File: src/rtl/fix_serializer_pkg.sv
// Shared FIX definitions for the serializer and parser paths:
// delimiter constants, serializer FSM states and the byte-mask type.
package fix_pkg;

    localparam logic [7:0]  FIX_SOH    = 8'h01;
    localparam logic [7:0]  FIX_EQ     = 8'h3D;
    localparam logic [15:0] FIX_CK_TAG = 16'h3130;

    typedef logic [3:0] fix_mask_t;

    typedef enum logic [3:0] {
        S_TAG,
        S_INS_EQ,
        S_VALUE,
        S_INS_SOH,
        S_CK_1,
        S_CK_0,
        S_CK_EQ,
        S_CK_D2,
        S_CK_D1,
        S_CK_D0,
        S_CK_SOH,
        S_FLUSH
    } fix_ser_state_t;

    function automatic fix_mask_t fix_partial_mask(input logic [1:0] n);
        case (n)
            2'd1:    return 4'b0001;
            2'd2:    return 4'b0011;
            2'd3:    return 4'b0111;
            default: return 4'b0000;
        endcase
    endfunction

    // Zero-padded three-digit ASCII rendering of the checksum, hundreds in [23:16].
    function automatic logic [23:0] fix_ck_digits(input logic [7:0] cs);
        logic [7:0] h;
        logic [7:0] t;
        logic [7:0] u;
        h = 8'h30 + cs / 8'd100;
        t = 8'h30 + (cs / 8'd10) % 8'd10;
        u = 8'h30 + cs % 8'd10;
        return {h, t, u};
    endfunction

endpackage

File: src/rtl/fix_serializer_if.sv
// Byte-segment input stream and packed word output stream of the FIX serializer.
interface fix_serializer_if;

    logic              in_valid_i;
    logic              in_ready_o;
    logic [7:0]        in_data_i;
    logic              in_eof_i;
    logic              in_eom_i;
    logic [31:0]       out_o;
    fix_pkg::fix_mask_t out_valid_o;
    logic              out_last_o;
    logic              out_ready_i;
    logic              err_o;

    modport master (
        output in_valid_i, in_data_i, in_eof_i, in_eom_i, out_ready_i,
        input  in_ready_o, out_o, out_valid_o, out_last_o, err_o
    );

    modport slave (
        input  in_valid_i, in_data_i, in_eof_i, in_eom_i, out_ready_i,
        output in_ready_o, out_o, out_valid_o, out_last_o, err_o
    );

endinterface

File: src/rtl/fix_serializer_packer.sv
// Byte-to-word accumulator with a single output register; a completed word or a
// flushed partial moves to the output register one cycle after its last byte.
module fix_word_packer
    import fix_pkg::*;
(
    input  logic        clk,
    input  logic        rst,
    input  logic        byte_valid_i,
    input  logic [7:0]  byte_data_i,
    input  logic        byte_last_i,
    input  logic        flush_i,
    output logic        can_accept_o,
    output logic [31:0] out_o,
    output fix_mask_t   out_valid_o,
    output logic        out_last_o,
    input  logic        out_ready_i
);

    logic [31:0] acc_q, acc_d;
    logic [1:0]  cnt_q, cnt_d;
    logic [31:0] word_q, word_d;
    fix_mask_t   mask_q, mask_d;
    logic        last_q, last_d;
    logic        slotFree;

    // Only a word-completing byte or a non-empty flush needs the output slot.
    assign slotFree     = (mask_q == 4'b0000) || out_ready_i;
    assign can_accept_o = slotFree || (flush_i ? (cnt_q == 2'd0) : (cnt_q != 2'd3));

    always_comb begin
        acc_d  = acc_q;
        cnt_d  = cnt_q;
        word_d = word_q;
        mask_d = mask_q;
        last_d = last_q;
        if ((mask_q != 4'b0000) && out_ready_i) begin
            word_d = '0;
            mask_d = '0;
            last_d = 1'b0;
        end
        if (byte_valid_i && can_accept_o) begin
            if (cnt_q == 2'd3) begin
                word_d = {byte_data_i, acc_q[23:0]};
                mask_d = 4'b1111;
                last_d = byte_last_i;
                acc_d  = '0;
                cnt_d  = 2'd0;
            end else begin
                acc_d[{cnt_q, 3'b000} +: 8] = byte_data_i;
                cnt_d = cnt_q + 2'd1;
            end
        end else if (flush_i && can_accept_o && (cnt_q != 2'd0)) begin
            word_d = acc_q;
            mask_d = fix_partial_mask(cnt_q);
            last_d = 1'b1;
            acc_d  = '0;
            cnt_d  = 2'd0;
        end
    end

    always_ff @(posedge clk) begin
        if (rst) begin
            acc_q  <= '0;
            cnt_q  <= '0;
            word_q <= '0;
            mask_q <= '0;
            last_q <= 1'b0;
        end else begin
            acc_q  <= acc_d;
            cnt_q  <= cnt_d;
            word_q <= word_d;
            mask_q <= mask_d;
            last_q <= last_d;
        end
    end

    assign out_o       = word_q;
    assign out_valid_o = mask_q;
    assign out_last_o  = last_q;

endmodule

File: src/rtl/fix_serializer.sv
// FIX message transmitter: inserts '=' and SOH around tag/value segments, optionally
// appends the "10=NNN" checksum trailer, and packs the byte stream into 32-bit words.
module fix_serializer
    import fix_pkg::*;
#(
    parameter bit         CK_EN    = 1'b1,
    parameter logic [7:0] SOH_CHAR = FIX_SOH
) (
    input  logic             clk,
    input  logic             rst,
    fix_serializer_if.slave  bus
);

    fix_ser_state_t state_q, state_d, ckNext;
    logic [7:0]     cksum_q, cksum_d;
    logic [23:0]    digits_q, digits_d;
    logic           eom_q, eom_d;
    logic           err_q, err_d;
    logic           byteValid, byteLast, flush, canAccept, inReady, sumByte, trailer;
    logic [7:0]     byteData;

    always_comb begin
        state_d   = state_q;
        cksum_d   = cksum_q;
        digits_d  = digits_q;
        eom_d     = eom_q;
        err_d     = err_q;
        byteValid = 1'b0;
        byteData  = 8'h00;
        byteLast  = 1'b0;
        flush     = 1'b0;
        inReady   = 1'b0;
        sumByte   = 1'b0;
        trailer   = 1'b0;
        ckNext    = state_q;
        case (state_q)
            S_TAG: begin
                inReady  = canAccept;
                byteData = bus.in_data_i;
                if (bus.in_valid_i && canAccept) begin
                    byteValid = 1'b1;
                    sumByte   = 1'b1;
                    if ((bus.in_data_i < 8'h30) || (bus.in_data_i > 8'h39)) err_d = 1'b1;
                    if (bus.in_eof_i) begin
                        state_d = S_INS_EQ;
                        if (bus.in_eom_i) err_d = 1'b1;
                    end
                end
            end
            S_INS_EQ: begin
                byteData = FIX_EQ;
                if (canAccept) begin
                    byteValid = 1'b1;
                    sumByte   = 1'b1;
                    state_d   = S_VALUE;
                end
            end
            S_VALUE: begin
                inReady  = canAccept;
                byteData = bus.in_data_i;
                if (bus.in_valid_i && canAccept) begin
                    byteValid = 1'b1;
                    sumByte   = 1'b1;
                    if (bus.in_eof_i) begin
                        eom_d   = bus.in_eom_i;
                        state_d = S_INS_SOH;
                    end
                end
            end
            S_INS_SOH: begin
                byteData = SOH_CHAR;
                byteLast = eom_q && !CK_EN;
                if (canAccept) begin
                    byteValid = 1'b1;
                    sumByte   = 1'b1;
                    eom_d     = 1'b0;
                    if (!eom_q) begin
                        state_d = S_TAG;
                    end else if (CK_EN) begin
                        state_d  = S_CK_1;
                        digits_d = fix_ck_digits(cksum_q + SOH_CHAR);
                    end else begin
                        state_d = S_FLUSH;
                    end
                end
            end
            S_CK_1:   begin byteData = FIX_CK_TAG[15:8]; trailer = 1'b1; ckNext = S_CK_0;   end
            S_CK_0:   begin byteData = FIX_CK_TAG[7:0];  trailer = 1'b1; ckNext = S_CK_EQ;  end
            S_CK_EQ:  begin byteData = FIX_EQ;           trailer = 1'b1; ckNext = S_CK_D2;  end
            S_CK_D2:  begin byteData = digits_q[23:16];  trailer = 1'b1; ckNext = S_CK_D1;  end
            S_CK_D1:  begin byteData = digits_q[15:8];   trailer = 1'b1; ckNext = S_CK_D0;  end
            S_CK_D0:  begin byteData = digits_q[7:0];    trailer = 1'b1; ckNext = S_CK_SOH; end
            S_CK_SOH: begin
                byteData = SOH_CHAR;
                byteLast = 1'b1;
                trailer  = 1'b1;
                ckNext   = S_FLUSH;
            end
            S_FLUSH: begin
                flush = 1'b1;
                if (canAccept) begin
                    state_d = S_TAG;
                    cksum_d = '0;
                end
            end
            default: state_d = S_TAG;
        endcase
        if (trailer && canAccept) begin
            byteValid = 1'b1;
            state_d   = ckNext;
        end
        // Trailer bytes are excluded from the running sum.
        if (sumByte) cksum_d = cksum_q + byteData;
    end

    always_ff @(posedge clk) begin
        if (rst) begin
            state_q  <= S_TAG;
            cksum_q  <= '0;
            digits_q <= '0;
            eom_q    <= 1'b0;
            err_q    <= 1'b0;
        end else begin
            state_q  <= state_d;
            cksum_q  <= cksum_d;
            digits_q <= digits_d;
            eom_q    <= eom_d;
            err_q    <= err_d;
        end
    end

    fix_word_packer u_packer (
        .clk          (clk),
        .rst          (rst),
        .byte_valid_i (byteValid),
        .byte_data_i  (byteData),
        .byte_last_i  (byteLast),
        .flush_i      (flush),
        .can_accept_o (canAccept),
        .out_o        (bus.out_o),
        .out_valid_o  (bus.out_valid_o),
        .out_last_o   (bus.out_last_o),
        .out_ready_i  (bus.out_ready_i)
    );

    assign bus.in_ready_o = inReady && !rst;
    assign bus.err_o      = err_q;

endmodule

File: src/flat_wrapper.sv
// flat-port wrapper written by rule: the top's interface ports become plain ports
module fix_serializer_flat import fix_pkg::*;
#(
    parameter bit         CK_EN    = 1'b1,
    parameter logic [7:0] SOH_CHAR = FIX_SOH
)
  (clk, rst, bus_in_valid_i, bus_in_data_i, bus_in_eof_i, bus_in_eom_i, bus_out_ready_i, bus_in_ready_o, bus_out_o, bus_out_valid_o, bus_out_last_o, bus_err_o);
  fix_serializer_if bus_i ();
  input  logic clk;
  input  logic rst;
  input wire logic [$bits(bus_i.in_valid_i)-1:0] bus_in_valid_i;
  input wire logic [$bits(bus_i.in_data_i)-1:0] bus_in_data_i;
  input wire logic [$bits(bus_i.in_eof_i)-1:0] bus_in_eof_i;
  input wire logic [$bits(bus_i.in_eom_i)-1:0] bus_in_eom_i;
  input wire logic [$bits(bus_i.out_ready_i)-1:0] bus_out_ready_i;
  output wire logic [$bits(bus_i.in_ready_o)-1:0] bus_in_ready_o;
  output wire logic [$bits(bus_i.out_o)-1:0] bus_out_o;
  output wire logic [$bits(bus_i.out_valid_o)-1:0] bus_out_valid_o;
  output wire logic [$bits(bus_i.out_last_o)-1:0] bus_out_last_o;
  output wire logic [$bits(bus_i.err_o)-1:0] bus_err_o;
  assign bus_i.in_valid_i = bus_in_valid_i;
  assign bus_i.in_data_i = bus_in_data_i;
  assign bus_i.in_eof_i = bus_in_eof_i;
  assign bus_i.in_eom_i = bus_in_eom_i;
  assign bus_i.out_ready_i = bus_out_ready_i;
  assign bus_in_ready_o = bus_i.in_ready_o;
  assign bus_out_o = bus_i.out_o;
  assign bus_out_valid_o = bus_i.out_valid_o;
  assign bus_out_last_o = bus_i.out_last_o;
  assign bus_err_o = bus_i.err_o;
  fix_serializer #(.CK_EN(CK_EN), .SOH_CHAR(SOH_CHAR)) u_core (.clk(clk), .rst(rst), .bus(bus_i));
endmodule
File: config.mk
export PLATFORM = sky130hd
export DESIGN_NAME = fix_serializer_flat
export DESIGN_NICKNAME = d
export VERILOG_FILES = /design/src/rtl/fix_serializer_pkg.sv /design/src/rtl/fix_serializer_if.sv /design/src/rtl/fix_serializer_packer.sv /design/src/rtl/fix_serializer.sv /design/src/flat_wrapper.sv
export SDC_FILE = /design/constraint.sdc
export NUM_CORES = 1
export LEC_CHECK = 0
export BUFFER_PORTS_ARGS = -buffer_cell sky130_fd_sc_hd__buf_2
export CORE_ASPECT_RATIO = 0.75
export CORE_MARGIN = 5
export CORE_UTILIZATION = 45
export CTS_CLUSTER_SIZE = 20
export DETAILED_ROUTE_END_ITERATION = 7
export PLACE_DENSITY = 0.66
export SLEW_MARGIN = 20
export SYNTH_ARGS = -nofsm -noshare
export SYNTH_HDL_FRONTEND = slang
export SYNTH_SLANG_ARGS = --single-unit
File: constraint.sdc
create_clock -name clk -period 4.76 [get_ports clk]
set_input_delay 0 -clock clk [delete_from_list [all_inputs] [get_ports clk]]
set_output_delay 0 -clock clk [all_outputs]
set_load 0.02 [all_outputs]
==> results.md <==
Placement:
- Once placement finished, the instance area stood at 0.006960 mm2.
- The count of buffers from port buffering is 52.
- Before CTS, the worst setup slack after placement is -70.70 ps.
- The final HPWL from detailed placement is 13270 um.
- The global placement routability congestion is 0.9935.

Drt:
- After detailed routing, the number of remaining DRC violations is 0.
- The detail route stage leaves a number of antenna-violating nets equal to 0.
- The average detailed-routed wire length per instance is 17.27 um.
- Before antenna repair, the detailed router went through 5 iterations.
- The per-cell via count in the routed design is 6.079.
- Wires add up to 18010 um.
- The via total after detailed routing is 6340.
- For this block, the initial DRC count from the detailed router was 802.

Floorplan:
- The total die area is 0.01650 mm2.
- The die is 112.5 um tall.
- The width of the die is 146.7 um.
- The number of I/O pins is 53.
- The core footprint is 0.01375 mm2.
- The effective utilization at floorplan is 45.85%.
- The site row count is 37.

Final layout:
- The final design utilization is 53.90%.
- The post-route cell area is 0.007411 mm2.
- The share of layout cells above drive strength 1 is 21.43%.
- The synthesis-to-layout area growth is 17.54%.
- The number of inserted diodes is 0.
- The number of fill cells in the layout is 1265.
- The net count of the finished layout is 904.

Power and ir drop:
- The analysis attributes to cell leakage a power of 2.830 nW.
- VDD sags by at most 0.2094 mV.
- After layout, the design draws a total of 4.253 mW.
- Power spread over the standard cell area amounts to 573.9 mW/mm2.

Setup path:
- The arrival time of data at the critical path endpoint is 4860 ps.
- The worst endpoint required time is 5060 ps.
- The top fanout value on the critical path is 5.
- The worst setup path is of the register to register kind.
- STA classifies the critical path startpoint as a register.
- The nature of the critical path endpoint is a register.

Logic synthesis:
- The warning count from the yosys run is 0.
- The number of library cell types mapped by synthesis is 95.
- Summing the areas of all fa, ha and maj instances in the mapped netlist gives 5.477% of the synthesized area.
- The synthesized-area fraction occupied by ao, oa, aoi and oai cells is 27.78%.
- In this run the biggest area consumer among cell types represents 33.02% of the synthesized area.
- Counting instances in the post-synthesis netlist gives the leading cell types as nor2_1 (108), dfxtp_1 (104), a21oi_1 (78), nand2_1 (63), nand3_1 (37).
- The synthesized design contains 104 register bits.
- The most common flop cell mapped by yosys is dfxtp_1.
- The xor/xnor cell area share of the yosys netlist is 2.937%.
- The mux cell area share after synthesis is 0.6549%.
- Synthesis produced a netlist with a net count of 835.
- Of the synthesized area, sequential elements account for 33.02%.
- By area the synthesized netlist is led by dfxtp_1 (33%), nor2_1 (6.4%), a21oi_1 (6.2%).
- The synthesized area is 0.006305 mm2.
- The combinational family with the most area after synthesis is compound AO/OA/AOI/OAI gates.
- The cell type contributing the most total cell area after synthesis is dfxtp_1.
- By instance count, the leading cell after synthesis is nor2_1.
- The simple-gate portion of the synthesized area is 24.57%.
- After synthesis, the share of flip-flops with an asynchronous set or reset is 0%.
- Averaged over all synthesized cells, the footprint is 7.941 um2.
- Counting every instance in the synthesized netlist gives 794.
- The count of flip-flops with a built-in enable after synthesis is 0.

STA:
- After layout, the worst path uses 95.94% of the clock period.
- The setup slack after layout is 193.0 ps.
- For the finished layout, the period the worst path requires is 4567 ps.
- The max-slew violation count came to 0.
- At the pin with the least slew margin, the transition time is 1175 ps.
- Setup violations remaining at the end of the flow were counted as 0.
- The fmax is 219.0 MHz.
- The worst slew margin relative to its limit is 21.53%.
- The count of endpoints failing hold in the final timing report was 0.
- The clock skew is 9.164 ps.
- Final hold analysis gives a worst-case slack of 41.02 ps.

GRT:
- The maximum number of pins on one net before global-route repair is 58.
- The aggregate global routing overflow is 0.
- The first global-routing pass estimated 29820 um of wire.
- The via count of the first global-routing pass is 5923.
- The number of antenna violations at the first check in global routing is 0.
- The global-route usage over all layers is 21.42%.

Outcome:
- The run finished with clean final reports.

Hold path:
- The worst hold path belongs to the class input port to register.

Clock tree:
- In this run the clock root is driven by a clkbuf_16.
- The tree built by TritonCTS fans out to 104 sinks.
- The number of H-tree levels is 3.
- The clock reaches the later pin of the worst-skew pair after 350 ps.
- TritonCTS built the clock tree.
- Buffers inserted during clock tree synthesis total 9.
- The worst-case clock buffer depth is 2.
- The clock-pin transition on the worst setup and hold timing paths is 80 ps.

Run:
- Across the run, the number of max-cap violations was 0.
## metal layers
metal / routed length, um / global-route usage, % / part of all wire [%] / vias up
met3: 1202 / 4.036 / 6.7 / 19
met1: 8812 / 31.83 / 49 / 3059
met4: 149 / 3.383 / 0.83 / 0
li1: - / - / - / 3033
met5: 0 / 0 / 0 / -
met2: 7846 / 32.77 / 44 / 229
## sequential cells by signal (all words and copies together), names as in the netlist
signal                       count
u_core.bus.err_o                 1
u_core.cksum_q                   8
u_core.digits_q                 19
u_core.eom_q                     1
u_core.state_q                   4
u_core.u_packer.acc_q           32
u_core.u_packer.cnt_q            2
u_core.u_packer.out_last_o       1
u_core.u_packer.out_o           32
u_core.u_packer.out_valid_o      4
## path summary, 6_finish.rpt
path	from	endpoint	slack, ps	cells past startpoint
max reg2reg	u_core.cksum_q[1]$_SDFFE_PP0P_	u_core.digits_q[14]$_SDFFE_PP0P_	190	21
min	bus_in_valid_i	u_core.bus.err_o$_SDFFE_PP0P_	40	3
min reg2reg	u_core.u_packer.acc_q[20]$_SDFFE_PP0P_	u_core.u_packer.out_o[20]$_SDFF_PP0_	460	2
max	u_core.cksum_q[1]$_SDFFE_PP0P_	u_core.digits_q[14]$_SDFFE_PP0P_	190	21
## critical path, cell delays in order (launching register included)
cell and delay, ps:
dfxtp_2 380, ha_4 140, and4_4 210, nand2_1 80
xnor2_2 180, ha_4 310, inv_1 40, a32oi_1 190
o32a_1 250, o311ai_4 140, a32oi_4 330, nand3_2 120
a311o_2 450, nor3_4 160, a21oi_2 90, ha_1 200
a211oi_1 170, o211a_1 220, nor2_1 50, ha_1 190
or4_1 520, nand3_1 80
## cell usage in the layout, fill, tap and decap left out, types with 6 or more instances in the layout
cell type and count:
nand2b_1 9, dfxtp_1 101, ha_1 24, inv_1 25, a31oi_1 8, a22oi_1 36, nor2_1 107, nand3_1 36
nand2_1 62, buf_2 52, nor4_1 6, buf_4 57, o21ai_1 8, nor2b_1 6, a21oi_1 77, a211oi_1 12
o21ai_0 21, and2_1 13, xnor2_1 10, xor2_1 7, clkbuf_16 9, a222oi_1 8, o21a_1 6, nor3_1 25
## timing repair
action	CTS	global route
hold endpoints to repair	2	0
resized for setup	2	27
pin swaps	1	15
hold buffers	2	0
setup endpoints to repair	1	4
buffers inserted	1	2
## final cells by class
type / instances / area, um2 / area share [%]
Clock buffer: 10 / 229.0 / 3.090
Clock inverter: 6 / 52.55 / 0.7091
Inverter: 29 / 108.9 / 1.469
Multi-Input combinational cell: 608 / 4008 / 54.08
Sequential cell: 104 / 2086 / 28.14
Tap cell: 175 / 219.0 / 2.955
Timing Repair Buffer: 111 / 708.2 / 9.556
## power breakdown
part / switching (mW) / internal [mW] / total [mW]
sequential: 0.0568 / 0.920 / 0.977
combinational: 1.51 / 1.05 / 2.56
clock: 0.349 / 0.364 / 0.713
total: 1.92 / 2.34 / 4.25
## cells by family after synthesis
group	after synthesis
fa+ha+maj	27
flops	104
simple gates	313
mux	4
compound gates	245
buf+inv	82
xor+xnor	19
## through the flow
step / TNS, ps / instances
global route: -71.16 / 1043
CTS: 0 / 1041
detailed placement: -70.70 / 1022
global placement: 0 / 1022
floorplan: 0 / 794
finish: 0 / 1043
No activity file was read; power rests on OpenSTA's default activity.
